==> src/rtl/pipelined_rca_pkg.sv <==
// Shared elaboration helpers for the pipelined ripple-carry adder.
package pipelined_rca_pkg;

  function automatic int unsigned calc_nstages(input int unsigned width, input int unsigned chunk);
    return (chunk == 0) ? 0 : width / chunk;
  endfunction

  function automatic bit width_ok(input int unsigned width, input int unsigned chunk);
    return (chunk != 0) && (width >= chunk) && ((width % chunk) == 0);
  endfunction

endpackage

==> src/rtl/full_adder.sv <==
// Single-bit full adder cell.
module full_adder (
  input  logic a,
  input  logic b,
  input  logic cin,
  output logic sum,
  output logic cout
);

  assign sum  = a ^ b ^ cin;
  assign cout = (a & b) | (cin & (a ^ b));

endmodule

==> src/rtl/rca_chunk.sv <==
// Combinational CHUNK-bit ripple adder built from full_adder cells.
module rca_chunk #(
  parameter int unsigned CHUNK = 4
) (
  input  logic [CHUNK-1:0] a,
  input  logic [CHUNK-1:0] b,
  input  logic             cin,
  output logic [CHUNK-1:0] sum,
  output logic             cout
);

  // Carry lives per bit-slice so the chain is a set of distinct nets.
  for (genvar i = 0; i < CHUNK; i++) begin : g_bit
    logic ci;
    logic co;
    if (i == 0) begin : g_first
      assign ci = cin;
    end else begin : g_next
      assign ci = g_bit[i-1].co;
    end
    full_adder u_fa (
      .a    (a[i]),
      .b    (b[i]),
      .cin  (ci),
      .sum  (sum[i]),
      .cout (co)
    );
  end

  assign cout = g_bit[CHUNK-1].co;

endmodule

==> src/rtl/pipelined_rca.sv <==
// Elastic pipelined ripple-carry adder/subtractor: one CHUNK-bit ripple per
// register stage, valid/ready on both sides, one beat per clock.
module pipelined_rca
  import pipelined_rca_pkg::*;
#(
  parameter int unsigned WIDTH = 16,
  parameter int unsigned CHUNK = 4
) (
  input  logic             clk,
  input  logic             rst,
  input  logic             in_valid,
  output logic             in_ready,
  input  logic [WIDTH-1:0] a,
  input  logic [WIDTH-1:0] b,
  input  logic             cin,
  input  logic             sub,
  output logic             out_valid,
  input  logic             out_ready,
  output logic [WIDTH-1:0] sum,
  output logic             cout,
  output logic             ovf
);

  localparam int unsigned NSTAGES = calc_nstages(WIDTH, CHUNK);
  localparam int unsigned LAST    = NSTAGES - 1;

  if (!width_ok(WIDTH, CHUNK)) begin : g_bad_cfg
    $error("pipelined_rca: WIDTH must be a non-zero multiple of CHUNK");
  end

  logic [WIDTH-1:0] eff_b;
  logic             carry0;

  assign eff_b  = sub ? ~b : b;
  assign carry0 = sub | cin;

  // Stage k holds resolved sum bits [SW-1:0], the carry into chunk k+1 and
  // only the operand bits that later stages still need.
  for (genvar k = 0; k < NSTAGES; k++) begin : g_stage
    localparam int unsigned LO = k * CHUNK;
    localparam int unsigned UW = WIDTH - LO;
    localparam int unsigned SW = LO + CHUNK;

    logic          up_v;
    logic          up_c;
    logic [UW-1:0] up_a;
    logic [UW-1:0] up_b;
    logic [CHUNK-1:0] ch_s;
    logic          ch_c;
    logic [SW-1:0] nxt_s;
    logic          rdy;
    logic          v_q;
    logic          c_q;
    logic [SW-1:0] s_q;

    if (k == 0) begin : g_head
      assign up_v  = in_valid;
      assign up_a  = a;
      assign up_b  = eff_b;
      assign up_c  = carry0;
      assign nxt_s = ch_s;
    end else begin : g_link
      assign up_v  = g_stage[k-1].v_q;
      assign up_a  = g_stage[k-1].g_fwd.fa_q;
      assign up_b  = g_stage[k-1].g_fwd.fb_q;
      assign up_c  = g_stage[k-1].c_q;
      assign nxt_s = {ch_s, g_stage[k-1].s_q};
    end

    rca_chunk #(.CHUNK(CHUNK)) u_chunk (
      .a    (up_a[CHUNK-1:0]),
      .b    (up_b[CHUNK-1:0]),
      .cin  (up_c),
      .sum  (ch_s),
      .cout (ch_c)
    );

    always_ff @(posedge clk) begin
      if (rst) begin
        v_q <= 1'b0;
        c_q <= 1'b0;
        s_q <= '0;
      end else if (rdy) begin
        v_q <= up_v;
        if (up_v) begin
          c_q <= ch_c;
          s_q <= nxt_s;
        end
      end
    end

    if (k < NSTAGES - 1) begin : g_fwd
      localparam int unsigned FW = UW - CHUNK;
      logic [FW-1:0] fa_q;
      logic [FW-1:0] fb_q;

      assign rdy = !v_q || g_stage[k+1].rdy;

      always_ff @(posedge clk) begin
        if (rst) begin
          fa_q <= '0;
          fb_q <= '0;
        end else if (rdy && up_v) begin
          fa_q <= up_a[UW-1:CHUNK];
          fb_q <= up_b[UW-1:CHUNK];
        end
      end
    end else begin : g_tail
      logic ovf_q;

      assign rdy = !v_q || out_ready;

      // Sign bits of a and effective b are the top operand bits reaching this stage.
      always_ff @(posedge clk) begin
        if (rst) begin
          ovf_q <= 1'b0;
        end else if (rdy && up_v) begin
          ovf_q <= (up_a[UW-1] == up_b[UW-1]) && (nxt_s[SW-1] != up_a[UW-1]);
        end
      end
    end
  end

  assign in_ready  = g_stage[0].rdy;
  assign out_valid = g_stage[LAST].v_q;
  assign sum       = g_stage[LAST].s_q;
  assign cout      = g_stage[LAST].c_q;
  assign ovf       = g_stage[LAST].g_tail.ovf_q;

endmodule
==> config.mk <==
export PLATFORM = sky130hd
export DESIGN_NAME = pipelined_rca
export DESIGN_NICKNAME = d
export VERILOG_FILES = /design/src/rtl/pipelined_rca_pkg.sv /design/src/rtl/full_adder.sv /design/src/rtl/rca_chunk.sv /design/src/rtl/pipelined_rca.sv
export SDC_FILE = /design/constraint.sdc
export NUM_CORES = 1
export LEC_CHECK = 0
export ABC_AREA = 0
export ABC_CLOCK_PERIOD_IN_PS = 8300
export CORE_ASPECT_RATIO = 0.6
export CORE_MARGIN = 4
export CORE_UTILIZATION = 59
export DETAILED_ROUTE_END_ITERATION = 8
export PLACE_DENSITY = 0.83
export SYNTH_ARGS = -nofsm -noshare
export SYNTH_HDL_FRONTEND = slang
export SYNTH_SLANG_ARGS = --single-unit
export TNS_END_PERCENT = 20
==> constraint.sdc <==
create_clock -name clk -period 8.3 [get_ports clk]
set_input_delay 1.66 -clock clk [delete_from_list [all_inputs] [get_ports clk]]
set_output_delay 1.66 -clock clk [all_outputs]
set_load 0.01 [all_outputs]
Yosys cells after proc, flatten, opt, wreduce, memory -nomap -nowiden

Cells that the tools add are included.

Bits of input ports: 38
Logic and storage cells: 121
Output and inout port bits: 20
Register bits: 97

Reductions and logical operators: 17
Bitwise gates (word level): 82
Equality and inequality tests: 2
Muxes and demuxes: 1

Operator list:

| kind                | count |
|---|---|
| $and A1 B1 Y1       | 32 |
| $xor A1 B1 Y1       | 32 |
| $or A1 B1 Y1        | 17 |
| $mux W16            | 1 |
| $not A16 Y16        | 1 |
| $reduce_and A2 Y1   | 4 |
| $logic_and A1 B1 Y1 | 5 |
| $logic_not A1 Y1    | 4 |
| $logic_or A1 B1 Y1  | 4 |
| $eq A1 B1 Y1        | 1 |
| $ne A1 B1 Y1        | 1 |

Depth between registers and ports, before layout

Depth in word-level cells: 11
Gate-level depth with buffers: 10
Gate-level depth less buffers: 10

Hierarchy

A second synthesis with hierarchy kept.

Cell total of the unflattened synthesis: 473
Area total of the unflattened synthesis: 4365.4 µm²

By module, submodules not included:

| module        | area an instance (µm²) | cells each | seq. area each (µm²) | instances |
|---|---|---|---|---|
| pipelined_rca | 4045.1                 | 457        | 1941.9               | 1 |
| full_adder    | 20.0                   | 1          | 0.0                  | 16 |

Least setup slack after synthesis

OpenSTA, ideal clock, no wires.

Path kind: input-to-reg
Start: in sub
End: reg g_stage[0].s_q[3]
Buffers on the path: 2
Setup time: 0.121 ns
Data required time: 8.179 ns
Data arrival time: 3.960 ns
Slack: 4.220 ns
Cell stages on the path: 10
Path through: buf_2 buf_2 xnor2_1 fa_1 fa_1 fa_1 inv_1 fa_1 nand2_1 mux2i_1

Longest elaborated chain between the ends: 9
Elaborated cells between the ends (all ways): 16
Classes of those cells: mux: 1; bitwise: 15

Ends and longest elaborated chain:

| element                                        | RTL line            | text |
|---|---|---|
| from (decl)                                    | pipelined_rca.sv:16 | `input logic sub,` |
| $mux W16                                       | pipelined_rca.sv:34 | `assign eff_b = sub ? ~b : b;` |
| $xor A1 B1 Y1                                  | full_adder.sv:11    | `assign cout = (a & b) \| (cin & (a ^ b));` |
| $and A1 B1 Y1                                  | full_adder.sv:11    |  |
| $or A1 B1 Y1                                   | full_adder.sv:11    |  |
| $and A1 B1 Y1                                  | full_adder.sv:11    |  |
| $or A1 B1 Y1                                   | full_adder.sv:11    |  |
| $and A1 B1 Y1                                  | full_adder.sv:11    |  |
| $or A1 B1 Y1                                   | full_adder.sv:11    |  |
| $xor A1 B1 Y1 (*)                              | full_adder.sv:10    | `assign sum = a ^ b ^ cin;` |
| named net g_stage[0].u_chunk.g_bit[3].u_fa.sum | full_adder.sv:6     | `output logic sum,` |
| to (signal assigned)                           | pipelined_rca.sv:87 | `s_q <= nxt_s;` |
| to (decl)                                      | pipelined_rca.sv:54 | `logic [SW-1:0] s_q;` |

The timed path passes the listed nets; every way through them passes the cells marked *.
A chain may end at the register's enable or synchronous reset.

Worst setup path after layout

Start: in out_ready
End: out in_ready

Longest elaborated chain between the ends: 4

Ends and longest elaborated chain:

| element                         | RTL line             | text |
|---|---|---|
| from (decl)                     | pipelined_rca.sv:18  | `input logic out_ready,` |
| $logic_or A1 B1 Y1              | pipelined_rca.sv:111 | `assign rdy = !v_q \|\| out_ready;` |
| $logic_or A1 B1 Y1 (3 in a row) | pipelined_rca.sv:97  | `assign rdy = !v_q \|\| g_stage[k+1].rdy;` |
| to (decl)                       | pipelined_rca.sv:12  | `output logic in_ready,` |

Every way passes these cells.

==> results.py <==
metrics = {
    "outcome": {
        "outcome": "finished clean",
    },
    "synthesis": {
        "ys_ff_latch": 97,
        "postSynthAreaPerCell_um2": 9.233,
        "synth_async_sr_flop_share_pct": 0,
        "synth_area_um2": 4238,
        "synth_fp_nets": 514,
        "synth-edff-count": 0,
        "synth_cells": 459,
        "synthFlopType": "dfxtp_1",
        "ys_types": 32,
        "yosys_warnings": 0,
        "yosysSeqAreaShare_pct": 45.82,
    },
    "die": {
        "dieArea_um2": 8648,
        "core_area_um2": 6820,
        "die_x_um": 117.4,
        "dieHeight_um": 73.65,
        "io_pins": 58,
        "start_util_pct": 62.14,
        "num_rows": 23,
    },
    "route": {
        "route.detailed.drc": 0,
        "routed_wl_um": 9364,
        "ant_nets": 0,
        "first_pass_iters": 4,
        "viasPerCell": 5.676,
        "wire_per_inst_um": 15.95,
        "num_vias": 3332,
        "drt_iter0_drc": 305,
    },
    "setup_path": {
        "cp_cell_sequence": "clkdlybuf4s50_1 -> and3b_1 -> nand3_1 -> clkdlybuf4s50_1",
        "setup.worst_path.start_class": "input port",
        "path_class": "input port to primary output",
        "cpPeakStageDelay_ps": 710,
        "cp_data_arrival_time_ps": 3540,
        "end_kind": "primary output",
        "crit_required_ps": 6640,
        "crit_fanout": 21,
        "path_delay_family": "buffers and inverters",
        "critPathBufInv": 2,
        "cp_slowest_cell": "and3b_1",
        "cpMostUsedCell": "clkdlybuf4s50_1",
    },
    "global_routing": {
        "antenna_found_initial": 0,
        "track_usage_pct": 23.10,
        "overflow": 0,
        "grt_pass1_wl_um": 15800,
        "grt_max_degree": 76,
        "grt_pass1_vias": 3311,
    },
    "clock_network": {
        "cts_tree": "yes",
        "root_buffer": "clkbuf_16",
        "worstSkewPairLatency_ps": 340,
        "clkSinkCount": 97,
        "cts_htree_levels": 3,
        "clock_path_buffers": 2,
        "cts_resized": 0,
        "postCtsSetupBuffers": 0,
        "clk_pin_slew_ps": 60,
        "hold_buffers": 0,
        "numCtsBuffers": 9,
    },
    "timing": {
        "fmax_mhz": 192.2,
        "setup_violations": 0,
        "final.setup.worst_slack_ps": 3097,
        "tns_ps": 0,
        "min_period_ps": 5204,
        "rsz0062_at_grt": "no",
        "skew_ps": 6.624,
        "worst_slew_pin_slew_ps": 1162,
        "final_hold_viol_count": 0,
        "fin_crit_sh_pct": 62.69,
        "drv_slew": 0,
        "slew_headroom_pct": 22.31,
    },
    "run": {
        "cap_violations": 0,
    },
    "place": {
        "numPortBuffers": 57,
        "pre_cts_slack_ps": 3102,
        "hpwl_um": 6138,
        "gp_congestion": 0.7914,
        "placed_cell_area_um2": 4798,
    },
    "pwr": {
        "seqPwrFrac_pct": 45.6,
        "swShare_pct": 21.25,
        "irDropWorstVdd_mv": 0.1266,
        "p_clk_share_pct": 45.6,
        "power_frac_comb_pct": 8.8,
        "p_sw_w": 0.0002304,
        "p_per_area_nw_per_um2": 210.3,
        "p_leak_nw": 1.957,
        "power.total_w": 0.001085,
        "intPower_w": 0.0008541,
    },
    "cells_and_area": {
        "mostFrequentLayoutCell": "dfxtp_1",
        "drive_gt1_share_pct": 5.200,
        "syn2layout_area_growth_pct": 21.70,
        "diodes": 0,
        "fin_nets": 550,
        "most-common-layout-cells": "97 x dfxtp_1, 73 x nand2_1, 57 x clkdlybuf4s50_1, 47 x mux2i_1, 46 x a21oi_1",
        "design_area_um2": 5157,
        "fillers": 477,
    },
    "min_path": {
        "hp-class": "flop to flop",
    },
}
-- area by class of cell --
cell class                      instances  area (um^2)  area share, %
Timing Repair Buffer                   62        608.1          11.79
Sequential cell                        97         1942          37.65
Clock inverter                          6        130.1          2.523
Inverter                               30        112.6          2.183
Clock buffer                           10        229.0          4.440
Multi-Input combinational cell        295         2027          39.30
Tap cell                               87        108.9          2.111
-- power by group through the flow --
stage	Clock, W	Sequential (W)	Combinational (W)
after floorplan	0	0.000501	0.0000626
after global placement	0	0.000504	0.0000919
after detailed placement	0	0.000504	0.0000945
after CTS	0.000500	0.000494	0.0000959
after global routing	0.000518	0.000496	0.000106
final	0.000494	0.000494	0.0000957
-- state kept, by name (all words and copies together), names as in the netlist, 3 cells and up --
name,count
sum,16
g_stage.s_q,24
g_stage.v_q,3
g_stage.c_q,3
g_stage.g_fwd.fa_q,24
g_stage.g_fwd.fb_q,24
-- routing by layer --
layer,GRT usage (%),up-vias,wire [um]
met5,0,-,0
met4,7.802,0,106
met3,6.231,11,576
met2,40.79,94,4664
met1,28.02,1617,4017
li1,-,1610,-
-- path summary, 6_finish.rpt --
kind         slack [ps]                                   from  cells after the start                                    end
min reg2reg         460  g_stage[1].g_fwd.fa_q[3]$_SDFFE_PP0P_                      2  g_stage[1].g_fwd.fa_q[3]$_SDFFE_PP0P_
max reg2reg        5440            g_stage[2].c_q$_SDFFE_PP0P_                     10                       ovf$_SDFFE_PP0P_
max                3100                              out_ready                      4                               in_ready
min                 460  g_stage[1].g_fwd.fa_q[3]$_SDFFE_PP0P_                      2  g_stage[1].g_fwd.fa_q[3]$_SDFFE_PP0P_
-- through the flow --
step                cells  util (%)  hold slack [ps]
global route          587     75.62            466.1
floorplan             459         -            434.7
global placement      571     70.35            445.6
detailed placement    571     70.35            449.8
CTS                   587     75.62            458.1
finish                587     75.62            456.2
-- cell families (layout without fill, tap and decap cells) --
logic type	count (synthesis)	count (layout)	synth area share, %
xor+xnor	17	17	3.513
fa+ha+maj	17	17	7.854
buf+inv	67	108	6.791
mux	47	47	11.10
compound gates	98	98	12.96
simple gates	116	116	11.96
flops	97	97	45.82
-- worst reg2reg max path, cell delays in order, from the launching register on --
cell and delay (ps):
dfxtp_1 330, fa_1 420, inv_1 90, fa_1 170, inv_1 50, fa_1 480, inv_1 120, fa_1 420
xor2_1 160, or4_1 400, a21oi_1 150
-- Yosys cell counts (3+ instances only) --
master	n	share of area (%)
clkbuf_1	20	1.8
dfxtp_1	97	46
buf_2	11	1.3
nand2_1	73	6.5
a311oi_1	6	1.2
o21ai_0	30	3.5
xor2_1	12	2.5
buf_4	4	0.71
or2_2	3	0.44
mux2i_1	47	11
inv_1	30	2.7
nand3_1	33	3.9
a21oi_1	47	5.6
o21ai_1	3	0.35
fa_1	16	7.6
xnor2_1	5	1.0
a211oi_1	3	0.53
Note: power is estimated with default switching activity, not from simulation.
==> RTL change 1: new RTL, same flow settings <==
Make the reset (`rst`) asynchronous in 3 clocked blocks.
--- a/src/rtl/pipelined_rca.sv
+++ b/src/rtl/pipelined_rca.sv
@@ -75,7 +75,7 @@
       .cout (ch_c)
     );
 
-    always_ff @(posedge clk) begin
+    always_ff @(posedge clk or posedge rst) begin
       if (rst) begin
         v_q <= 1'b0;
         c_q <= 1'b0;
@@ -96,7 +96,7 @@
 
       assign rdy = !v_q || g_stage[k+1].rdy;
 
-      always_ff @(posedge clk) begin
+      always_ff @(posedge clk or posedge rst) begin
         if (rst) begin
           fa_q <= '0;
           fb_q <= '0;
@@ -111,7 +111,7 @@
       assign rdy = !v_q || out_ready;
 
       // Sign bits of a and effective b are the top operand bits reaching this stage.
-      always_ff @(posedge clk) begin
+      always_ff @(posedge clk or posedge rst) begin
         if (rst) begin
           ovf_q <= 1'b0;
         end else if (rdy && up_v) begin
Behaviour: differs if rst is asserted again (counterexample within 10 cycles, from zero or initial values and one cycle with rst high); with rst held inactive, the same outputs for 10 cycles.
==> RTL change 1 against the unedited design <==
Cell area up 0.87%; sequential cell count unchanged; global-route usage fell by 3.7 points; setup slack better by 480 ps; area after synthesis increased by 3.1%; routed wire length decreased by 19%; critical path depth is the same; critical path type unchanged.
Power is not compared: it rests on default switching activity, and its combinational part moved more than twofold at a synthesized area within 25%.
==> RTL change 1: results (changes against the unedited design) <==
reg-to-reg critical path endpoint ovf$_DFFE_PP0P_; Worst Hold Launch ovf$_DFFE_PP0P_; Compound-Gate Fraction of Synth Area 3.27% (-9.7 points); WHS 495 ps (+38.7 ps); layout cells sized above 1 24.9% (+20 points); Hold Path Cell Cnt 1 (-1); WHS Endpoint ovf$_DFFE_PP0P_; vias in the first global route 2605 (-21%); overall routing resource usage 19.4% (-3.7 points); hpwl dp 5060 microns (-18%); status finished clean; dpl ws 3570 ps (+468 ps); Via density 5.23 (-7.9%); root buffer cell clkbuf_16; worst r2r src g_stage[2].c_q$_DFFE_PP0P_; Post-Route WL 7580 microns (-19%); met3 Resource Use GR 6.23% (about the same); FILL cells 451 (-5.5%); slowest stage delay, CP 540 ps (-170 ps); Adder-Cell Fraction of Synth Area 7.62% (-0.23 points); dpl cells 445 (-22%); reg2reg setup slack 5770 ps (+330 ps); crit path time final 4720 ps (-479 ps); Critical Path End in_ready; skew final 6.87 ps (+0.241 ps); Mapped Nets 356 (-31%); post-route non-filler standard cell count 457 (-22%); met2 usage 33.0% (-7.8 points); metal1 wirelength 3450 microns (-14%); Setup Fix Bufs, Post-CTS 0 (unchanged); critical path's slowest cell clkdlybuf4s50_1; WL met2 3650 microns (-22%); Commonest cells post-synth 97 x dfrtp_1, 52 x mux2_2, 30 x inv_1; starting DRC count in detailed routing 115 (-62%); largest net degree at the start of global routing 52 (-32%); CTS max path bufs 2 (unchanged); met3 routed wirelength 369 microns (-36%); highest routed metal layer met4; sequential fraction of the synthesis area 55.6% (+9.7 points); Critical Path Source out_ready; area share of xor/xnor cells in the synthesized design 3.41% (-0.10 points); fin nets 411 (-25%); worst-path fanout max 4 (-81%); GR met1 Demand/Resource 24.3% (-3.8 points); GP Congestion 0.761 (-3.9%); post-synthesis cell type count 29 (-9.4%); largest cells by area after synthesis dfrtp_1 56%, mux2_2 13%, fa_1 7.3%, mux2_4 6.2%, inv_1 2.6%; post-place instance area 0.00496 sq mm (+3.4%); mux cell area share after synthesis 21.0% (+9.9 points); Mapped Cells 301 (-34%); ys async rst share 100% (+100 points)
RTL change 1: cell types whose count changed after synthesis, moves of 33 or more:
cell     unedited run  this run
mux2_2              0        52
nand2_1            73         2
dfrtp_1             0        97
dfxtp_1            97         0
a21oi_1            47        14
mux2i_1            47         6
RTL change 1: final cells by class:
type                       count  area [sq um]  share of cell area [%]
multi-input combinational    159          1710                    32.9
timing repair buffer          59           586                    11.3
sequential                    97          2430                    46.7
inverter                      30           115                    2.21
clock inverter                 2          10.0                   0.192
clock buffer                  10           229                    4.40
tap                          100           125                    2.41
RTL change 1: power by group through the flow:
| stage | registers [mW] | clock network (mW) | logic [mW] |
|---|---|---|---|
| 5_1_grt | 0.760 | 0.382 | 0.563 |
| 3_3_place_gp | 0.739 | 0 | 0.485 |
| 2_1_floorplan | 0.737 | 0 | 0.323 |
| 3_5_place_dp | 0.746 | 0 | 0.507 |
| 6_report | 0.740 | 0.354 | 0.501 |
| 4_1_cts | 0.741 | 0.362 | 0.510 |
==> RTL change 2: new RTL, config.mk and constraints unchanged <==
Made on the original files. `WIDTH`: 16 -> 32.
--- a/src/rtl/pipelined_rca.sv
+++ b/src/rtl/pipelined_rca.sv
@@ -3,7 +3,7 @@
 module pipelined_rca
   import pipelined_rca_pkg::*;
 #(
-  parameter int unsigned WIDTH = 16,
+  parameter int unsigned WIDTH = 32,
   parameter int unsigned CHUNK = 4
 ) (
   input  logic             clk,
Interface: changed (resized a, b and sum); port bits go from 58 to 106. No check against the original RTL was run, so the function may have changed too.
==> RTL change 2 against the unedited design <==
Area after synthesis grew to 3.8 times the old value; power rose to 3.4 times the old value; non-clock buffer count increased by 64; cell area rose to 3.6 times the old value; routed wire length rose to 4.0 times the old value; sequential cell count increased by 288; clock skew rose by 1.1 ps; setup slack worse by 62 ps; critical path depth up 1; clock power rose to 3.2 times the old value; critical endpoint unchanged; largest power group unchanged.
==> RTL change 2: results (changes against the unedited design) <==
Mapped Nets 1838 (+260%); Commonest cells post-synth 385 x dfxtp_1, 294 x nand2_1, 196 x mux2i_1; clk_lat worst skew 520 ps (+180 ps); reg2reg setup slack 4770 ps (-670 ps); CP arrival 3610 ps (+70 ps); reg-to-reg critical path endpoint g_stage[1].g_fwd.fb_q[13]$_SDFFE_PP0P_; dpl ws 3060 ps (-44.0 ps); post-place instance area 0.0172 sq mm (+260%); largest net degree at the start of global routing 131 (+72%); starting DRC count in detailed routing 1022 (+240%); GP Congestion 0.801 (+1.2%); CTS clk-pin slew, worst paths 70 ps; top flop regs g_stage.g_fwd.fa_q: 112 flops, g_stage.g_fwd.fb_q: 112 flops, g_stage.s_q: 112 flops; H-tree levels 2 (-1); Antenna Cells 0 (unchanged); critical path's slowest cell clkdlybuf4s50_1; Setup Fix Bufs, Post-CTS 0 (unchanged); skew final 7.77 ps (+1.15 ps); reg2reg path depth 5 (-5); HP Class flip-flop to flip-flop; post-synthesis cell type count 50 (+56%); layout cells sized above 1 5.30% (+0.099 points); drt wl/cell 17.8 microns (+12%); overall routing resource usage 24.2% (+1.1 points); sequential fraction of the synthesis area 47.3% (+1.5 points); CTS max path bufs 3 (+1); root buffer cell clkbuf_16; status finished clean; Critical Path Source out_ready; Slew @ Worst Pin 1250 ps (+89.0 ps); hpwl dp 24000 microns (+290%); Inserted Clock Buffers 34 (+25); post_cts resized 0 (unchanged); largest cells by area after synthesis dfxtp_1 47%, mux2i_1 12%, nand2_1 6.8%, fa_1 3.9%, a21oi_1 3.7%; vias in the first global route 12400 (+280%); global-route wire length before repair 61900 microns (+290%); worst-path fanout max 50 (+140%); first-pass iteration count of the detailed router 5 (+1); worst r2r src g_stage[5].v_q$_SDFFE_PP0P_; period utilization 63.4% (+0.75 points); peak supply drop 0.000162 V (+28%); Via Count 12700 (+280%); slowest stage delay, CP 520 ps (-190 ps); leakage 6.77 nW (+250%); initial antenna violation count 0 (unchanged); ys async rst share 0% (unchanged); Synth warnings 0 (unchanged); I/O Buffers 105 (+84%); Critical Path End in_ready
==> RTL change 2: layout make-up <==
cell class              instances  area [sq um]
repair buffers                126          1200
clock inverters                10           110
inverters                      59           226
clock buffers                  50          1000
multi-input cells            1125          7620
flip-flops and latches        385          7710
fillers                      2056          8500
well taps                     360           450
==> RTL change 2: worst min path at each step <==
| stage | slack [ps] | cells past startpoint | end | from |
|---|---|---|---|---|
| after floorplan | 430 | 2 | g_stage[3].g_fwd.fb_q[0]$_SDFFE_PP0P_ | g_stage[3].g_fwd.fb_q[0]$_SDFFE_PP0P_ |
| after global placement | 450 | 2 | g_stage[3].g_fwd.fb_q[3]$_SDFFE_PP0P_ | g_stage[3].g_fwd.fb_q[3]$_SDFFE_PP0P_ |
| after detailed placement | 450 | 2 | g_stage[3].g_fwd.fb_q[3]$_SDFFE_PP0P_ | g_stage[3].g_fwd.fb_q[3]$_SDFFE_PP0P_ |
| after CTS | 460 | 2 | g_stage[4].s_q[15]$_SDFFE_PP0P_ | g_stage[4].s_q[15]$_SDFFE_PP0P_ |
| after global routing | 470 | 2 | g_stage[3].g_fwd.fb_q[3]$_SDFFE_PP0P_ | g_stage[3].g_fwd.fb_q[3]$_SDFFE_PP0P_ |
| final | 470 | 2 | g_stage[3].g_fwd.fa_q[0]$_SDFFE_PP0P_ | g_stage[2].g_fwd.fa_q[4]$_SDFFE_PP0P_ |
==> RTL change 2: through the flow <==
| stage | hold slack, ps | power [mW] | std cells |
|---|---|---|---|
| 2_1_floorplan | 435 | 2.11 | 1735 |
| 3_3_place_gp | 445 | 2.18 | 2055 |
| 3_5_place_dp | 449 | 2.19 | 2055 |
| 4_1_cts | 462 | 3.75 | 2115 |
| 5_1_grt | 474 | 3.85 | 2115 |
| 6_report | 465 | 3.73 | 2115 |
==> RTL change 2: worst max-delay path: cells and delay by family <==
family	cells	cell delay (ps)
buffers and inverters	3	1470
and+or+nand+nor	2	460
==> RTL change 2: per-layer routing <==
layer	routed length [microns]	up-vias	track usage (%)
met1	17100	6212	33.7
met3	1950	59	3.94
met4	570	0	5.68
met5	0	-	0
met2	18000	347	40.1
li1	-	6053	-
==> RTL change 2: power by group <==
| group | internal [mW] | switching [mW] |
|---|---|---|
| Clock | 0.904 | 0.681 |
| Combinational | 0.106 | 0.128 |
| Sequential | 1.89 | 0.0271 |
| Total | 2.90 | 0.836 |
==> RTL change 2: cell families after synthesis <==
kind of cell             after synthesis  synth area share, %
buffers and inverters                225                 6.17
XOR/XNOR                              33                 1.77
adder cells (fa/ha/maj)               33                 4.01
multiplexers                         196                 12.0
AO/OA/AOI/OAI                        384                 15.5
AND/OR/NAND/NOR                      479                 13.2
flip-flops                           385                 47.3
